### src/rtl/pio_led_arbiter.sv
// Round-robin arbiter that shares the LED output register between N_REQ requesters,
// with a minimum display time after each write and a synchronised switch bank.
module pio_led_arbiter #(
    parameter int N_REQ       = 2,
    parameter int WIDTH       = 10,
    parameter int HOLD_CYCLES = 4,
    parameter int ID_W        = (N_REQ > 1) ? $clog2(N_REQ) : 1
) (
    input  logic                   clk,
    input  logic                   reset,
    input  logic [N_REQ-1:0]       req_valid,
    input  logic [N_REQ*WIDTH-1:0] req_data,
    output logic [N_REQ-1:0]       req_ready,
    output logic [WIDTH-1:0]       led_o,
    output logic [ID_W-1:0]        owner_o,
    output logic                   busy_o,
    input  logic [WIDTH-1:0]       sw_i,
    output logic [WIDTH-1:0]       sw_sync_o,
    output logic                   sw_change_o
);

    typedef enum logic {IDLE, HOLD} state_t;

    localparam logic [7:0] HOLD_INIT = 8'(HOLD_CYCLES);

    state_t          state;
    state_t          state_next;
    logic [ID_W-1:0] ptr;
    logic [ID_W-1:0] ptr_next;
    logic [7:0]      hold_cnt;
    logic            grant_found;
    logic [ID_W-1:0] grant_idx;
    logic [WIDTH-1:0] s1;
    logic [WIDTH-1:0] s2;

    function automatic logic [ID_W-1:0] wrap_idx(input int v);
        return ID_W'(v % N_REQ);
    endfunction

    // Search starts at ptr and wraps, so the first valid requester after the last winner wins.
    always_comb begin
        grant_found = 1'b0;
        grant_idx   = '0;
        req_ready   = '0;
        if (!reset && state == IDLE) begin
            for (int k = 0; k < N_REQ; k++) begin
                if (!grant_found && req_valid[wrap_idx(int'(ptr) + k)]) begin
                    grant_found = 1'b1;
                    grant_idx   = wrap_idx(int'(ptr) + k);
                end
            end
        end
        if (grant_found) begin
            req_ready[grant_idx] = 1'b1;
        end
    end

    always_comb begin
        ptr_next = (int'(grant_idx) == N_REQ - 1) ? '0 : grant_idx + 1'b1;
    end

    always_comb begin
        state_next = state;
        case (state)
            IDLE: if (grant_found && HOLD_CYCLES > 0) state_next = HOLD;
            HOLD: if (hold_cnt == 8'd1) state_next = IDLE;
            default: state_next = IDLE;
        endcase
    end

    always_ff @(posedge clk) begin
        if (reset) begin
            state <= IDLE;
        end else begin
            state <= state_next;
        end
    end

    always_ff @(posedge clk) begin
        if (reset) begin
            led_o    <= '0;
            owner_o  <= '0;
            ptr      <= '0;
            hold_cnt <= '0;
        end else if (state == IDLE) begin
            if (grant_found) begin
                led_o    <= req_data[int'(grant_idx)*WIDTH +: WIDTH];
                owner_o  <= grant_idx;
                ptr      <= ptr_next;
                hold_cnt <= HOLD_INIT;
            end
        end else begin
            hold_cnt <= hold_cnt - 8'd1;
        end
    end

    assign busy_o = (state == HOLD);

    // Two-flop synchroniser; the change pulse lines up with the first cycle of the new value.
    always_ff @(posedge clk) begin
        if (reset) begin
            s1          <= '0;
            s2          <= '0;
            sw_change_o <= 1'b0;
        end else begin
            s1          <= sw_i;
            s2          <= s1;
            sw_change_o <= (s1 != s2);
        end
    end

    assign sw_sync_o = s2;

endmodule

### config.mk
export PLATFORM = sky130hd
export DESIGN_NAME = pio_led_arbiter
export DESIGN_NICKNAME = d
export VERILOG_FILES = /design/src/rtl/pio_led_arbiter.sv
export SDC_FILE = /design/constraint.sdc
export NUM_CORES = 1
export LEC_CHECK = 0
export CORE_MARGIN = 5
export CORE_UTILIZATION = 47
export CTS_BUF_LIST = sky130_fd_sc_hd__clkbuf_16
export DETAILED_ROUTE_END_ITERATION = 16
export PLACE_DENSITY = 0.84
export SLEW_MARGIN = 25
export SYNTH_ARGS = -nofsm -noshare
export SYNTH_HDL_FRONTEND = slang
export SYNTH_SLANG_ARGS = --single-unit
### constraint.sdc
create_clock -name clk -period 2.8 [get_ports clk]
set_input_delay 0.56 -clock clk [delete_from_list [all_inputs] [get_ports clk]]
set_output_delay 0.56 -clock clk [all_outputs]
set_load 0.02 [all_outputs]
# After elaboration in Yosys (flattened, before gate mapping)
# Cells that the tools add are included.
[totals]
latchBits = 0
output_inout_bits = 25
wordCells = 47
mem_bits_rw = 0
register_bits = 42
memories = 0
romBits = 0
[classes]
shifts = 1
div = 0
n_bitwise = 1
n_eq_ne = 2
magnitude_cmp = 4
n_mul = 1
muxes = 20
n_addsub = 3
reduce_logical = 7
[op_table]
columns = ["operator", "count"]
rows = [
  ["$shiftx 20x6->10", 1],
  ["$mux 8", 2],
  ["$mux 1", 15],
  ["$ne 10x10->1", 1],
  ["$eq 8x1->1 const B", 1],
  ["$sub 8x1->8 const B", 1],
  ["$lt 1x2->1 const B", 3],
  ["$mul 1x3->4 const B", 1],
  ["$logic_and 1x1->1", 3],
  ["$add 1x1->1 const B", 2],
  ["$logic_not 1->1", 2],
  ["$mux 2", 1],
  ["$pmux 1 s2", 1],
  ["$reduce_and 2->1", 1],
  ["$reduce_bool 2->1", 1],
  ["$demux 1 s1", 1],
  ["$ge 1x1->1 const B", 1],
  ["$not 1->1", 1],
]

# Logic depth before layout (Yosys ltp)
# Gate-level depths: netlist of run 1.
[logic_depth]
ltp_word = 13
depth_mapped = 6

# Least setup slack after synthesis of run 1
# Ideal clock, no wire load.
[synth_timing]
path_type = "input-to-output"
start = "input reset"
end = "output req_ready[1]"
cell_stages = 4
n_path_buf = 2
setup_slack_ns = 1.025
t_arrival_ns = 1.215
cell_sequence = "buf_4 > nor2_2 > and3_1 > buf_2"
[synth_between]
elab_chain_cells = 8
elab_cells_between_ends = 10
cone_classes = "order compare: 2; mux: 5; reduce/logical: 3"
[synth_lines]
columns = ["element", "line_no", "source"]
rows = [
  ["start, declared", "10", "input logic reset,"],
  ["$logic_not 1->1 *", "45", "if (!reset && state == IDLE) begin"],
  ["$logic_and 1x1->1 *", "45", ""],
  ["$mux 1", "45", ""],
  ["$lt 1x2->1 (implied by the code) or $ge 1x1->1 (tied branches)", "54", "req_ready[grant_idx] = 1'b1;"],
  ["$logic_and 1x1->1 (implied by the code)", "54", ""],
  ["$mux 1 (implied by the code)", "54", ""],
  ["$demux 1 s1", "54", ""],
  ["$mux 2 *", "53", "if (grant_found) begin"],
  ["end, declared", "13", "output logic [N_REQ-1:0] req_ready,"],
]
# Every way passes the cells marked *; elsewhere a longest branch is shown, timed or not.

# Worst setup path after layout of run 1
# Ends and elaborated chain as after synthesis.

==> flow_summary.yaml, run 1 <==
critical_path:
  required_ps: 2240
  worst_setup_path_end_kind: "output pin"
  path_max_fanout: 3
  criticalPathCategory: "primary input to output pin"
  critPathArrivalTime_ps: 1970
  r2r_cells: 5
  reg2reg_to: "led_o[5]"
  rrSetupSlack_ps: 1220
  r2r_start: "busy_o"
  cp-start-kind: "primary input"
final_layout:
  layout_commonest_cell: "clkdlybuf4s50_1"
  fill_cells: 242
  final_nets: 253
  multi_input_area_um2: 707
  syn_to_final_growth_pct: 49.8
  regArea_um2: 841
  final_cell_mix: "58 x clkdlybuf4s50_1, 42 x dfxtp_1, 20 x nor2b_1"
  n_antenna_cell: 0
  final_layout_size_suffix_gt1_share_pct: 8.26
  finalNonFillerCells: 264
timing:
  worstMarginPinSlew_ps: 639
  setup-violations-final: 0
  timing.fmax_mhz: 396
  tns_ps: 0
  grt_setup_unrepaired: "no"
  slew_headroom_pct: 57.4
  finalCritPeriodShare_pct: 90.3
  hold_violations: 0
  fin_skew_ps: 2.51
  slew_violations: 0
  min_period_ps: 2530
power:
  power_switching_uw: 362
  powerDensity_nw_per_um2: 682
  clock_power_share_pct: 44.0
  vdd.ir_drop.worst_uv: 581
  seqPwrFrac_pct: 41.0
  switching_share_pct: 22.0
  p_int_uw: 1280
  combPwrFrac_pct: 15.0
  p_leak_uw: 0.000945
clock_tree:
  clockBufferDepth: 2
  cts_buffers: 5
  cts_tree: "built"
  root_buffer: "clkbuf_16"
  cts_hold_buf: 0
  cts_resized: 0
  clk_pin_slew_ps: 60
  cts.sinks: 42
  postCtsSetupBuffers: 0
  insertion_delay_ps: 280
  cts_max_level: 2
die:
  row_count: 21
  die_area_um2: 4700
  dieWidth_um: 68.5
  die_y_um: 68.5
  io_pins: 59
  core_region_area_um2: 3340
  start_util_pct: 48.3
detailed_routing:
  viasPerCell: 5.09
  via_count: 1344
  first_pass_iters: 6
  wl_per_cell_um: 14.6
  ant_nets: 0
  drc: 0
  drt-total-wl_um: 3860
  first_iter_violations: 119
hold_path:
  min_from: "s1[1]"
  hold_depth: 1
  hold_end: "sw_sync_o[1]"
  hold_path.class: "register to register"
yosys:
  synth_seq_area_share_pct: 52.2
  synth_top_area_share_pct: 52.2
  synth_cell_types: 36
  postSynthAreaPerCell_um2: 10.2
  yosys_register_bits: 42
  syn_nets: 194
  syn_inst: 158
  synth_area_um2: 1610
  synth_largest_area_cell: "dfxtp_1"
  yosysWarnings: 0
  synthTopCellsByArea: "dfxtp_1 52%, nor2b_1 7.8%, a222oi_1 6.2%, xor2_1 4.4%, nor2_1 4.0%"
grt:
  grt_pass1_wl_um: 6230
  grt_pass1_vias: 1429
  overflow: 0
  antenna_found_initial: 0
  grtUsageTotal_pct: 18.0
  grt_max_degree: 43
placement:
  io_buffer_count: 58
  hpwl_um: 2860
  gp_congestion: 0.741
  dp.cells: 256
status:
  status: "finished, final reports clean"
run:
  cap_violations: 0
-- registers in the layout (all words and copies together) (netlist names) --
register     flops
hold_cnt         8
busy_o           1
sw_change_o      1
ptr              1
sw_sync_o       10
owner_o          1
led_o           10
s1              10
-- power groups by stage --
stage,Clock [uW],Sequential (uW),Combinational [uW]
finish,724,675,246
global route,766,680,269
CTS,739,675,248
detailed placement,0,688,246
global placement,0,685,236
floorplan,0,703,117
-- logic make-up (layout without fill, tap and decap cells) --
kind of cell,count (synthesis),in the layout,synth area share (%)
flip-flops,42,42,52.2
AND/OR/NAND/NOR,63,63,23.2
adder cells (fa/ha/maj),2,2,1.55
XOR/XNOR,10,10,5.44
multiplexers,2,2,1.40
buffers and inverters,13,73,4.12
AO/OA/AOI/OAI,26,26,12.1
-- worst max-delay path, stage by stage --
cell	delay, ps
clkdlybuf4s50_1	450
nor2_2	160
and3_1	190
clkdlybuf4s50_1	610
-- worst max-delay path by stage --
stage | start | to | depth (start not counted)
floorplan | reset | req_ready[1] | 4
detailed placement | reset | req_ready[0] | 4
global placement | reset | req_ready[0] | 4
global route | reset | req_ready[0] | 4
finish | reset | req_ready[1] | 4
CTS | reset | req_ready[0] | 4
-- layout make-up --
| class | instances | area share, % |
|---|---|---|
| clock inverter | 3 | 2.65 |
| tap | 46 | 2.39 |
| inverter | 4 | 0.622 |
| clock buffer | 5 | 5.19 |
| timing repair buffer | 61 | 25.0 |
| sequential | 42 | 34.9 |
| multi-input combinational | 103 | 29.3 |
-- synth_stat cells, drive strengths merged --
library cell / instances
nor4: 4
nand2b: 1
a21oi: 8
nor2: 18
buf: 5
or2b: 2
nand3: 2
nor2b: 20
nand3b: 1
xnor2: 2
and3: 2
or2: 2
xor2: 8
nand2: 7
or3: 2
a41oi: 1
ha: 2
o21ai: 4
a222oi: 10
mux2: 2
o311a: 1
inv: 4
clkbuf: 4
a31o: 1
o21a: 1
dfxtp: 42
nor4b: 2
-- through the flow --
step	total power, uW	setup WS (ps)	hold slack (ps)	util [%]	instance area [um^2]
3_3_place_gp	921	325	463	66.5	2220
3_5_place_dp	933	293	471	66.5	2220
2_1_floorplan	820	1030	458	-	1610
4_1_cts	1660	288	478	72.2	2410
6_report	1650	272	477	72.3	2410
5_1_grt	1710	206	493	72.3	2410
-- layer usage --
metal  global-route usage [%]  vias up  share of wire [%]
li1                         -      666                  -
met1                     18.6      614                 41
met2                     32.3       57                 48
met3                     6.97        7                9.6
met4                     7.44        0                1.5
met5                        0        -                  0
Note: power is estimated with default switching activity, not from simulation.
==> run 2, diff against run 1 <==
- CORE_UTILIZATION: 47 -> 45
- PLACE_DENSITY: 0.84 -> 0.81
==> flow_summary.yaml, run 2 (same netlist as run 1, synthesis figures left out) <==
power:
  p_leak_uw: 0.000925
  powerDensity_nw_per_um2: 615
  vdd.ir_drop.worst_uv: 441
critical_path:
  path_max_fanout: 3
  slowest_delay_ps: 610
  cp_common_cell: "clkdlybuf4s50_1"
  r2r_start: "busy_o"
  critPathArrivalTime_ps: 1990
  criticalPathCategory: "primary input to output pin"
  rrSetupSlack_ps: 1200
  worstPathCellList: "clkdlybuf4s50_1, nor2_2, and3_1, clkdlybuf4s50_1"
  cp_slowest_cell: "clkdlybuf4s50_1"
  required_ps: 2240
  cp-startpoint: "reset"
  crit_buf_inv: 2
  worst_setup_path_end_kind: "output pin"
  cpLargestDelayFamily: "buffers and inverters"
  r2r_cells: 5
  cp-start-kind: "primary input"
  reg2reg_to: "led_o[8]"
detailed_routing:
  drt-total-wl_um: 3910
  wl_per_cell_um: 14.9
  ant_nets: 0
  viasPerCell: 5.28
  drc: 0
  first_iter_violations: 103
  via_count: 1388
  first_pass_iters: 4
timing:
  finalCritPeriodShare_pct: 91.2
  worstMarginPinSlew_ps: 652
  layout_setup_ws_ps: 245
  setup-violations-final: 0
  tns_ps: 0
  hold_violations: 0
  min_period_ps: 2550
  fin_skew_ps: 6.99
  slew_violations: 0
  slew_headroom_pct: 56.5
  grt_setup_unrepaired: "no"
  holdWs_ps: 477
  timing.fmax_mhz: 391
hold_path:
  hold_path.class: "register to register"
  hold_depth: 1
  min_from: "s1[1]"
  hold_end: "sw_sync_o[1]"
clock_tree:
  cts_max_level: 2
  insertion_delay_ps: 280
  cts.sinks: 42
  cts_hold_buf: 0
  cts_tree: "built"
  clk_pin_slew_ps: 60
  postCtsSetupBuffers: 0
  cts_buffers: 5
  clockBufferDepth: 2
  root_buffer: "clkbuf_16"
  cts_resized: 0
grt:
  overflow: 0
  antenna_found_initial: 0
  grtUsageTotal_pct: 16.8
  grt_pass1_wl_um: 6500
  grtUsageMet3_pct: 7.97
  met2_usage_pct: 28.5
  gr-max-usage-layer: "met2"
  grt_pass1_vias: 1377
  met1_usage_pct: 17.9
  grt_max_degree: 43
placement:
  gp_congestion: 0.807
  io_buffer_count: 58
  pre_cts_ws_ps: 286
  dp.cells: 256
  hpwl_um: 2800
die:
  core_region_area_um2: 3390
  die_y_um: 69.8
  row_count: 21
  io_pins: 59
  start_util_pct: 47.5
  die_area_um2: 4870
  dieWidth_um: 69.8
final_layout:
  final_layout_size_suffix_gt1_share_pct: 7.37
  syn_to_final_growth_pct: 46.3
  final_nets: 253
  finalNonFillerCells: 263
  final_cell_mix: "58 x clkdlybuf4s50_1, 42 x dfxtp_1, 20 x nor2b_1"
  layout_commonest_cell: "clkdlybuf4s50_1"
  n_antenna_cell: 0
status:
  status: "finished, final reports clean"
run:
  cap_violations: 0
-- run 2: cell types whose count changed in the layout (fill, tap and decap cells not counted) --
cell | before | now
bufinv_16 | 2 | 0
clkinv_1 | 1 | 0
inv_1 | 4 | 6
-- run 2: metrics by stage --
step,power (uW),cell area (um^2),utilization [%]
after floorplan,820,1610,-
after global placement,922,2220,65.5
after detailed placement,932,2220,65.5
after CTS,1460,2350,69.4
after global routing,1520,2360,69.5
final,1450,2360,69.5
-- run 2: layout make-up --
type                    instances  area (um^2)
fillers                       254         1030
flip-flops and latches         42          841
multi-input cells             103          707
repair buffers                 61          603
clock buffers                   5          125
well taps                      46         57.6
inverters                       4         15.0
clock inverters                 2         7.51
-- run 2: power by group --
part / total [uW] / internal (uW) / switching (uW)
logic: 246 / 139 / 107
registers: 676 / 638 / 37.5
clock network: 528 / 318 / 210
-- run 2: worst reg2reg max path, delay by kind of cell, from the launching register on --
family,cells,cell delay [ps]
flip-flops,1,540
buffers and inverters,1,180
AND/OR/NAND/NOR,3,370
AO/OA/AOI/OAI,1,390
-- run 2: how the worst max path moves through the flow --
stage                     slack, ps           end  cells past startpoint
after global placement          330  req_ready[0]                      4
after global routing            170  req_ready[1]                      4
after floorplan                1030  req_ready[1]                      4
final                           250  req_ready[1]                      4
after CTS                       280  req_ready[1]                      4
after detailed placement        290  req_ready[1]                      4
-- run 2: per-layer routing --
layer,wire [um],up-vias,share of wire (%)
met4,80,0,2.0
li1,-,668,-
met3,357,9,9.1
met5,0,-,0
met2,1950,59,50
met1,1530,652,39
==> RTL edit: new RTL, settings of run 2 <==
The parameter `WIDTH` goes from 10 to 14.
--- a/src/rtl/pio_led_arbiter.sv
+++ b/src/rtl/pio_led_arbiter.sv
@@ -4,3 +4,3 @@
     parameter int N_REQ       = 2,
-    parameter int WIDTH       = 10,
+    parameter int WIDTH       = 14,
     parameter int HOLD_CYCLES = 4,
Ports: changed (resized led_o, req_data, sw_i and sw_sync_o); port bits go from 59 to 79. The function was not compared with the original's and may differ.
==> RTL edit against run 2 <==
Hold slack worse by 0.0026 ns; synthesized cell count grew 30%; setup slack worse by 0.15 ns; largest cell class unchanged; power up 29%; sequential cell count increased by 12; routed wire length up 20%; critical path type unchanged; cell area grew 31%; sequential power grew 27%; highest routed layer unchanged; die area increased by 27%; area after synthesis rose by 32%.
==> RTL edit: results <==
[logic_synthesis]
synth_cell_type_count = 35
synthArstFlopShare = 0
synth-compound-area-share = 0.158
synth_xor_area_frac = 0.0618
syn_inst = 206
synth_nets = 254
ys_seq_area_frac = 0.509
synthAdderAreaFrac = 0.0118
yosys-top-cells-area = dfxtp_1 51%, nor2b_1 8.5%, a22oi_2 4.7%
synth_common_cells = 54 x dfxtp_1, 29 x nor2b_1, 19 x nand2_1, 16 x a21oi_1, 11 x xor2_1

[pwr]
ir_drop_v = 0.000401
p_int_mw = 1.42
power_frac_comb = 0.176
p_leak_nw = 1.17
p_sw_frac = 0.239
pg_seq_mw = 0.861

[placement]
placed_cell_area_sq_um = 2930
place_ws_ns = 0.0428
post-place-cells = 330
portBuffers = 78
gp_congestion = 0.782

[timing]
clock.fmax_mhz = 370
clock_skew_ns = 0.00521

[drt]
wire_per_inst_um = 14.0
drt_wl_total_um = 4700
viasPerCell = 4.95

[critical_path]
rr_worst_depth = 4
worstSetupEndpoint = req_ready[0]
worstReg2RegEnd = led_o[13]$_SDFFE_PP0P_
startpoint = req_valid[0]

[global_routing]
grt_max_degree = 56
grtUsageTotal = 0.158
grt_pass1_wl_um = 7650

[run_status]
status = finished clean

[finish]
drive_gt1_frac = 0.120
## RTL edit: how the worst min path moves through the flow
| stage | startpoint | endpoint | slack, ns | cells after the start |
|---|---|---|---|---|
| final | s1[1]$_SDFF_PP0_ | sw_sync_o[1]$_SDFF_PP0_ | 0.47 | 1 |
| after global routing | s1[1]$_SDFF_PP0_ | sw_sync_o[1]$_SDFF_PP0_ | 0.49 | 1 |
| after CTS | s1[1]$_SDFF_PP0_ | sw_sync_o[1]$_SDFF_PP0_ | 0.48 | 1 |
| after detailed placement | s1[1]$_SDFF_PP0_ | sw_sync_o[1]$_SDFF_PP0_ | 0.47 | 1 |
| after global placement | s1[3]$_SDFF_PP0_ | sw_sync_o[3]$_SDFF_PP0_ | 0.46 | 1 |
| after floorplan | hold_cnt[7]$_SDFFE_PP0P_ | hold_cnt[7]$_SDFFE_PP0P_ | 0.45 | 2 |
## RTL edit: per-layer routing
metal,track usage,part of all wire,vias to the layer above
met1,0.192,0.42,777
met2,0.269,0.51,43
li1,-,-,843
met3,0.0317,0.058,4
met5,0,0,-
met4,0.0682,0.015,0
## RTL edit: final cells by class
class / instances / area [sq um] / share of cell area
Sequential cell: 54 / 1080 / 0.350
Multi-Input combinational cell: 137 / 948 / 0.307
Timing Repair Buffer: 82 / 821 / 0.265
Clock buffer: 5 / 125 / 0.0405
Tap cell: 54 / 67.6 / 0.0218
Clock inverter: 2 / 38.8 / 0.0125
Inverter: 3 / 11.3 / 0.00364
## RTL edit: repair_timing
action,in CTS,in global routing
endpoints found under the setup margin,0,1
hold buffers,0,0
gates resized for setup,0,1
## RTL edit: critical path, stage by stage
cell and delay (ns):
clkdlybuf4s50_1 0.49, inv_1 0.07, a2111oi_4 0.33, clkdlybuf4s50_1 0.68
